==> src/rtl/program_counter_gen2.sv <==
// rtl/program_counter_gen2.sv - program counter with branch/jump/call/return, return-address stack and halt FSM
// PC values are kept mod MAX_INST_COUNT; the RAS drops its oldest entry when pushed while full.
module program_counter_gen2 #(
  parameter int PC_WIDTH       = 5,
  parameter int MAX_INST_COUNT = 17,
  parameter int RAS_DEPTH      = 4
) (
  input  logic                             Clock,
  input  logic                             peripheral_reset,
  input  logic                             en_pc,
  input  logic                             branch_op,
  input  logic                             branch_mode,
  input  logic [31:0]                      alu_result_in,
  input  logic [PC_WIDTH-1:0]              Immediate_branch_in,
  input  logic                             jump_op,
  input  logic                             call_op,
  input  logic                             ret_op,
  input  logic [PC_WIDTH-1:0]              jump_target_in,
  input  logic                             halt_req,
  input  logic                             resume,
  output logic [PC_WIDTH-1:0]              pc_out,
  output logic                             redirect,
  output logic                             halted,
  output logic [$clog2(RAS_DEPTH+1)-1:0]   ras_count,
  output logic                             ras_overflow,
  output logic                             ras_underflow
);

  localparam int CNT_W = $clog2(RAS_DEPTH + 1);
  localparam logic signed [PC_WIDTH+1:0] MAX_S = (PC_WIDTH+2)'(MAX_INST_COUNT);
  localparam logic signed [PC_WIDTH+1:0] ONE_S = (PC_WIDTH+2)'(1);
  localparam logic [CNT_W-1:0]           FULL  = CNT_W'(RAS_DEPTH);
  localparam logic [CNT_W-1:0]           CNT1  = CNT_W'(1);

  typedef enum logic {
    S_RUN,
    S_HALTED
  } state_t;

  state_t                state_q, state_d;
  logic [PC_WIDTH-1:0]   pc_q, pc_d;
  logic                  redirect_q, redirect_d;
  logic [PC_WIDTH-1:0]   ras_q [RAS_DEPTH];
  logic [PC_WIDTH-1:0]   ras_d [RAS_DEPTH];
  logic [CNT_W-1:0]      cnt_q, cnt_d;
  logic                  ovf_q, ovf_d;
  logic                  unf_q, unf_d;

  logic [PC_WIDTH-1:0]   seq_pc;
  logic [PC_WIDTH-1:0]   branch_pc;
  logic [PC_WIDTH-1:0]   jump_pc;
  logic                  branch_taken;

  // Two guard bits cover both the negative and the >= MAX range; one correction suffices.
  function automatic logic [PC_WIDTH-1:0] wrap_pc(input logic signed [PC_WIDTH+1:0] v);
    logic signed [PC_WIDTH+1:0] r;
    r = v;
    if (v < 0) begin
      r = v + MAX_S;
    end else if (v >= MAX_S) begin
      r = v - MAX_S;
    end
    return r[PC_WIDTH-1:0];
  endfunction

  always_comb begin
    seq_pc       = wrap_pc($signed({2'b00, pc_q}) + ONE_S);
    branch_pc    = wrap_pc($signed({2'b00, pc_q}) +
                           $signed({{2{Immediate_branch_in[PC_WIDTH-1]}}, Immediate_branch_in}));
    jump_pc      = wrap_pc($signed({2'b00, jump_target_in}));
    branch_taken = branch_op && (branch_mode ? (alu_result_in != '0) : (alu_result_in == '0));
  end

  always_comb begin
    state_d    = state_q;
    pc_d       = pc_q;
    redirect_d = 1'b0;
    ras_d      = ras_q;
    cnt_d      = cnt_q;
    ovf_d      = ovf_q;
    unf_d      = unf_q;

    case (state_q)
      S_RUN: begin
        if (halt_req) begin
          state_d = S_HALTED;
        end else if (en_pc) begin
          if (ret_op) begin
            if (cnt_q != '0) begin
              pc_d       = ras_q[0];
              redirect_d = 1'b1;
              cnt_d      = cnt_q - CNT1;
              for (int i = 0; i < RAS_DEPTH - 1; i++) begin
                ras_d[i] = ras_q[i+1];
              end
              ras_d[RAS_DEPTH-1] = '0;
            end else begin
              pc_d  = seq_pc;
              unf_d = 1'b1;
            end
          end else if (call_op) begin
            pc_d       = jump_pc;
            redirect_d = 1'b1;
            // Shifting toward the bottom drops the oldest entry when the stack is full.
            for (int i = RAS_DEPTH - 1; i > 0; i--) begin
              ras_d[i] = ras_q[i-1];
            end
            ras_d[0] = seq_pc;
            if (cnt_q == FULL) begin
              ovf_d = 1'b1;
            end else begin
              cnt_d = cnt_q + CNT1;
            end
          end else if (jump_op) begin
            pc_d       = jump_pc;
            redirect_d = 1'b1;
          end else if (branch_taken) begin
            pc_d       = branch_pc;
            redirect_d = 1'b1;
          end else begin
            pc_d = seq_pc;
          end
        end
      end
      S_HALTED: begin
        if (resume && !halt_req) begin
          state_d = S_RUN;
        end
      end
      default: state_d = S_RUN;
    endcase
  end

  always_ff @(posedge Clock) begin
    if (peripheral_reset) begin
      state_q    <= S_RUN;
      pc_q       <= '0;
      redirect_q <= 1'b0;
      cnt_q      <= '0;
      ovf_q      <= 1'b0;
      unf_q      <= 1'b0;
      for (int i = 0; i < RAS_DEPTH; i++) begin
        ras_q[i] <= '0;
      end
    end else begin
      state_q    <= state_d;
      pc_q       <= pc_d;
      redirect_q <= redirect_d;
      cnt_q      <= cnt_d;
      ovf_q      <= ovf_d;
      unf_q      <= unf_d;
      ras_q      <= ras_d;
    end
  end

  assign pc_out        = pc_q;
  assign redirect      = redirect_q;
  assign halted        = (state_q == S_HALTED);
  assign ras_count     = cnt_q;
  assign ras_overflow  = ovf_q;
  assign ras_underflow = unf_q;

endmodule

==> config.mk <==
export PLATFORM = sky130hd
export DESIGN_NAME = program_counter_gen2
export DESIGN_NICKNAME = d
export VERILOG_FILES = /design/src/rtl/program_counter_gen2.sv
export SDC_FILE = /design/constraint.sdc
export NUM_CORES = 1
export LEC_CHECK = 0
export BUFFER_PORTS_ARGS = -buffer_cell sky130_fd_sc_hd__buf_2
export CAP_MARGIN = 15
export CORE_MARGIN = 2
export CORE_UTILIZATION = 54
export DETAILED_ROUTE_END_ITERATION = 16
export PLACE_DENSITY = 0.92
export SLEW_MARGIN = 0
export SYNTH_ARGS = -nofsm -noshare
export SYNTH_HDL_FRONTEND = slang
export SYNTH_SLANG_ARGS = --single-unit
==> constraint.sdc <==
create_clock -name Clock -period 3.2 [get_ports Clock]
set_input_delay 0.16 -clock Clock [delete_from_list [all_inputs] [get_ports Clock]]
set_output_delay 0.16 -clock Clock [all_outputs]
set_load 0.005 [all_outputs]
# After elaboration in Yosys (flattened, before gate mapping)
# Cells that the tools add are included.
[word_totals]
register_bits = 32
inputBits = 52
out_inout_bits = 12
wordCells = 71
[classes]
addsub = 9
order_cmp = 5
eq_ne = 3
n_mux = 26
bitwise_logic = 5
reduce_logical = 13
[ops]
columns = ["operator", "n"]
rows = [
  ["20-bit 2-to-1 mux", 3],
  ["5-bit 2-to-1 mux", 10],
  ["32-bit zero test", 1],
  ["32-bit nonzero test", 1],
  ["5-bit subtractor, second input constant", 3],
  ["3-bit 2-to-1 mux", 4],
  ["6-bit AND reduction", 2],
  ["5-bit adder, second input constant", 2],
  ["5-bit AND reduction", 2],
  ["1-bit 2-to-1 mux", 8],
  ["6-bit by 5-bit adder with 7-bit output", 1],
  ["7-bit by 6-bit >= comparator with 1-bit output, second input constant", 1],
  ["7-bit by 1-bit < comparator with 1-bit output, second input constant", 1],
  ["5-bit by 1-bit adder with 6-bit output, second input constant", 1],
  ["6-bit by 5-bit >= comparator with 1-bit output, second input constant", 1],
  ["6-bit by 1-bit < comparator with 1-bit output, second input constant", 1],
  ["5-bit >= comparator, second input constant", 1],
  ["1-bit NOT", 5],
  ["4-bit OR reduction", 1],
  ["3-bit by 1-bit adder with 3-bit output, second input constant", 1],
  ["3-bit equality test, second input constant", 1],
  ["3-bit AND reduction", 1],
  ["3-bit nonzero test", 1],
  ["3-bit by 1-bit subtractor with 3-bit output, second input constant", 1],
  ["6 further kinds", 7],
]

# Longest topological paths before layout
[logic_depth]
depth_word = 8
ltp_mapped = 10
ltp_nobuf = 10

# Worst setup path after synthesis
# Ideal clock, no wire load.
[synth_path]
path_type = "reg2reg"
startpoint = "reg pc_q[0] (netlist: pc_out[0])"
endpoint = "reg pc_q[4] (netlist: pc_out[4])"
setup_ns = 0.123
arrival_ns = 2.425
required_ns = 3.077
setup_slack_ns = 0.652
path_stages_with_launch = 10
path_buffers = 0
period_less_slack_ns = 2.548
path_cell_list = "dfxtp_1 > ha_1 > fa_1 > a21o_1 > a21oi_4 > xor2_4 > a32oi_4 > o311a_1 > a311oi_1 > a21oi_1"
[synth_via]
elab_chain_cells = 8
word_cells_on_any_way = 19
classes_between = "add/sub (6); order compare (4); mux (9)"
[synth_lines]
columns = ["item", "line_no", "source"]
rows = [
  ["from (decl)", "41", "logic [PC_WIDTH-1:0] pc_q, pc_d;"],
  ["from (signal assigned)", "147", "pc_q <= pc_d;"],
  ["6-bit by 5-bit adder with 7-bit output / 5-bit by 1-bit adder with 6-bit output (equally long branches)", "68, 67", ""],
  ["7-bit by 6-bit >= comparator with 1-bit output (tied with other cells)", "60", "end else if (v >= MAX_S) begin"],
  ["5-bit 2-to-1 mux", "60", ""],
  ["5-bit 2-to-1 mux", "58", "if (v < 0) begin"],
  ["5-bit 2-to-1 mux", "117", "end else if (branch_taken) begin"],
  ["5-bit 2-to-1 mux", "114", "end else if (jump_op) begin"],
  ["5-bit 2-to-1 mux", "101", "end else if (call_op) begin"],
  ["5-bit 2-to-1 mux *", "88", "if (ret_op) begin"],
]
# Every way passes the cells marked *; elsewhere a longest branch is shown, timed or not.
# A chain may end at the register's enable or synchronous reset.

# Final worst setup path
# Same ends and word-level chain as after synthesis.

==> metrics.txt <==
routability congestion estimate 0.8408; cell area power density ~380 nW/um^2; Worst slew margin 59.80%; vias in the first global route approximately 2500; Fill cells 386; # port buffers 63; final hold vios 0; number of core rows 25; dominant cell type by area after synthesis dfxtp_1; WP data arrival 3.07 ns; Synth Cell Area approximately 2600 um^2; Worst Setup SP pc_out[0]; maximum clock frequency around 0.35 GHz; deepest clock path buffer count 2; worst skew pair latency around 0.30 ns; Core Region about 4700 um^2; max-slew violation count 0; drt drc 0; critical path class reg -> reg; Die Footprint 5361 um^2; CTS buffer count 5; worst-path fanout max 8; share of the synthesized area in the top cell type 24.76%; Die Ht 73.22 um; via count ~2800; top area cells in the synthesized netlist dfxtp_1, ha_1, nor2_1; Sw Ratio 31.85%; ANT cells 0; fin crit share between 90% and 100%; Clock Skew 0.01087 ns; run status completed; Pint 787.0 uW; Post-DRT Antenna Nets 0; # hold bufs at CTS 0; Die X about 73 um; P_sw between 300 and 400 uW; I/O pins 64; Starting Density a little under three fifths; initial drt markers 203; commonest non-fill, non-tap cells in the layout buf_2, nor2_1, dfxtp_1; wire per inst ~16 um; finished layout cell area approximately 3000 um^2; Clock power frac 33.8%; peak supply drop 628.1 uV; first-pass GRT wire length 10560 um; most common cell after layout, fill and taps aside buf_2; cts repair resizes 0; Reg area 640.6 um^2; RSZ-0062 raised after global routing no; Least-Margin Pin Slew approximately 0.60 ns; dpl cell area between 2000 and 3000 um^2; CTS tree yes; initial antenna violation count 0; postcts setup bufs 0; dpl hpwl about 5200 um; clock sinks 32; max cap viols 0; Critical Path RT between 3 and 4 ns; Clock Tree Root clkbuf_8; Synth Warn # 0; Mapped Cells between 300 and 400; critical hold path startpoint halt_req; synth unique cells 65; share of layout cells above drive strength 1 23.82%; fin crit period 2.896 ns; GRT Total Usage between 20% and 30%; multi-input logic area ~1800 um^2; Async SR Flop Fraction 0%; Synth Flop Type dfxtp_1; drt total wl slightly below 7000 um; Vias/cell roughly 6.3; largest net degree at the start of global routing 33; CP Launch Type flop; final setup vio count 0; drt pass-1 iters 5; synthesized area per cell 8.086 um^2; number of synthesized flops with an enable pin 0; GRT overflow 0; Reg power frac 37.5%; Net count, final roughly 450; sequential share of the synthesized area 24.76%; H-tree depth 2; Syn Nets ~390; RR Startpoint pc_out[0]; Leakage about 0.0013 uW; Worst-path clk slew approximately 0.070 ns; Seq cells post-synth 32; Comb pwr share 28.7%; Crit. End Element flop; post-route setup TNS 0 ns; worst hold path type in -> reg; synth-to-layout area growth 17.75%
==> registers in the layout, indices dropped and copies added, names as in the netlist <==
name / cells
redirect: 1
ras_count: 3
pc_out: 5
ras_underflow: 1
halted: 1
ras_q: 20
ras_overflow: 1
==> metrics by stage <==
step	instances	util (%)	setup slack [ns]	total power (uW)	hold slack, ns
6_report	436	65.37	0.3045	1155	0.1034
5_1_grt	436	65.37	0.1742	1205	0.1462
4_1_cts	436	65.37	0.3690	1153	0.1011
3_5_place_dp	428	63.06	0.3684	767.7	0.4001
3_3_place_gp	428	63.06	0.5488	753.0	0.3827
2_1_floorplan	320	-	0.6516	671.9	0.2774
==> synth_stat cells (2+ instances only) <==
cell type and instances:
a211o_1 2, a211oi_1 15, a21oi_1 23, a221o_1 4, a22oi_1 7, a311oi_1 3, a31oi_1 4, and2_1 4
and3_1 3, buf_1 2, buf_2 3, clkbuf_1 6, dfxtp_1 32, fa_1 2, ha_1 13, inv_1 16
mux2i_1 15, nand2_1 15, nand2b_1 7, nand3_1 7, nand3b_1 3, nand4_1 5, nor2_1 43, nor2b_1 2
nor3_1 10, nor4_1 11, nor4b_1 4, o2111ai_1 2, o211ai_1 3, o21a_1 3, o21ai_0 6, o21ai_1 2
o31ai_1 3, or2_2 2, xnor2_1 5, xor2_1 4
==> area by class of cell <==
cell class                 instances  share of cell area (%)
clock inverter                     2                   1.150
timing repair buffer              67                   11.33
clock buffer                       6                   2.382
multi-input combinational        258                   59.79
sequential                        32                   21.03
tap                               54                   2.218
inverter                          17                   2.094
==> final timing paths <==
path | end | slack [ns] | depth (start not counted)
setup / recovery | pc_out[4] | 0.30 | 9
hold / removal | halted | 0.10 | 3
setup reg to reg | pc_out[4] | 0.30 | 9
hold reg to reg | ras_overflow | 0.48 | 2
==> cells by family (layout without fill, tap and decap cells) <==
family / count (synthesis) / after routing / synth area share (%)
simple gates: 124 / 124 / 25.10
fa+ha+maj: 15 / 15 / 7.834
mux: 16 / 16 / 6.238
buf+inv: 30 / 92 / 4.835
xor+xnor: 10 / 10 / 4.110
compound gates: 93 / 93 / 27.13
flops: 32 / 32 / 24.76
==> worst max-delay path: stages, from the launching register on <==
cell and delay [ns]:
dfxtp_1 0.38, ha_1 0.25, fa_1 0.49, a211o_1 0.34, a21boi_0 0.28, nand2b_1 0.14
a32oi_4 0.30, nor3_1 0.11, a311oi_1 0.38, a21oi_1 0.12
==> power by group through the flow <==
stage                     registers (uW)  logic, uW  clock network (uW)
final                                433        332                 390
after global routing                 435        360                 410
after CTS                            433        328                 392
after global placement               441        312                   0
after detailed placement             442        326                   0
after floorplan                      439        233                   0
==> layer usage <==
| metal | share of wire [%] | wire length (um) | track usage [%] |
|---|---|---|---|
| met1 | 40 | 2764 | 28.24 |
| met2 | 50 | 3424 | 43.04 |
| met3 | 7.1 | 486 | 4.558 |
| met4 | 2.5 | 170 | 13.79 |
| met5 | 0 | 0 | 0 |
Power figures use the tool's default switching activity.
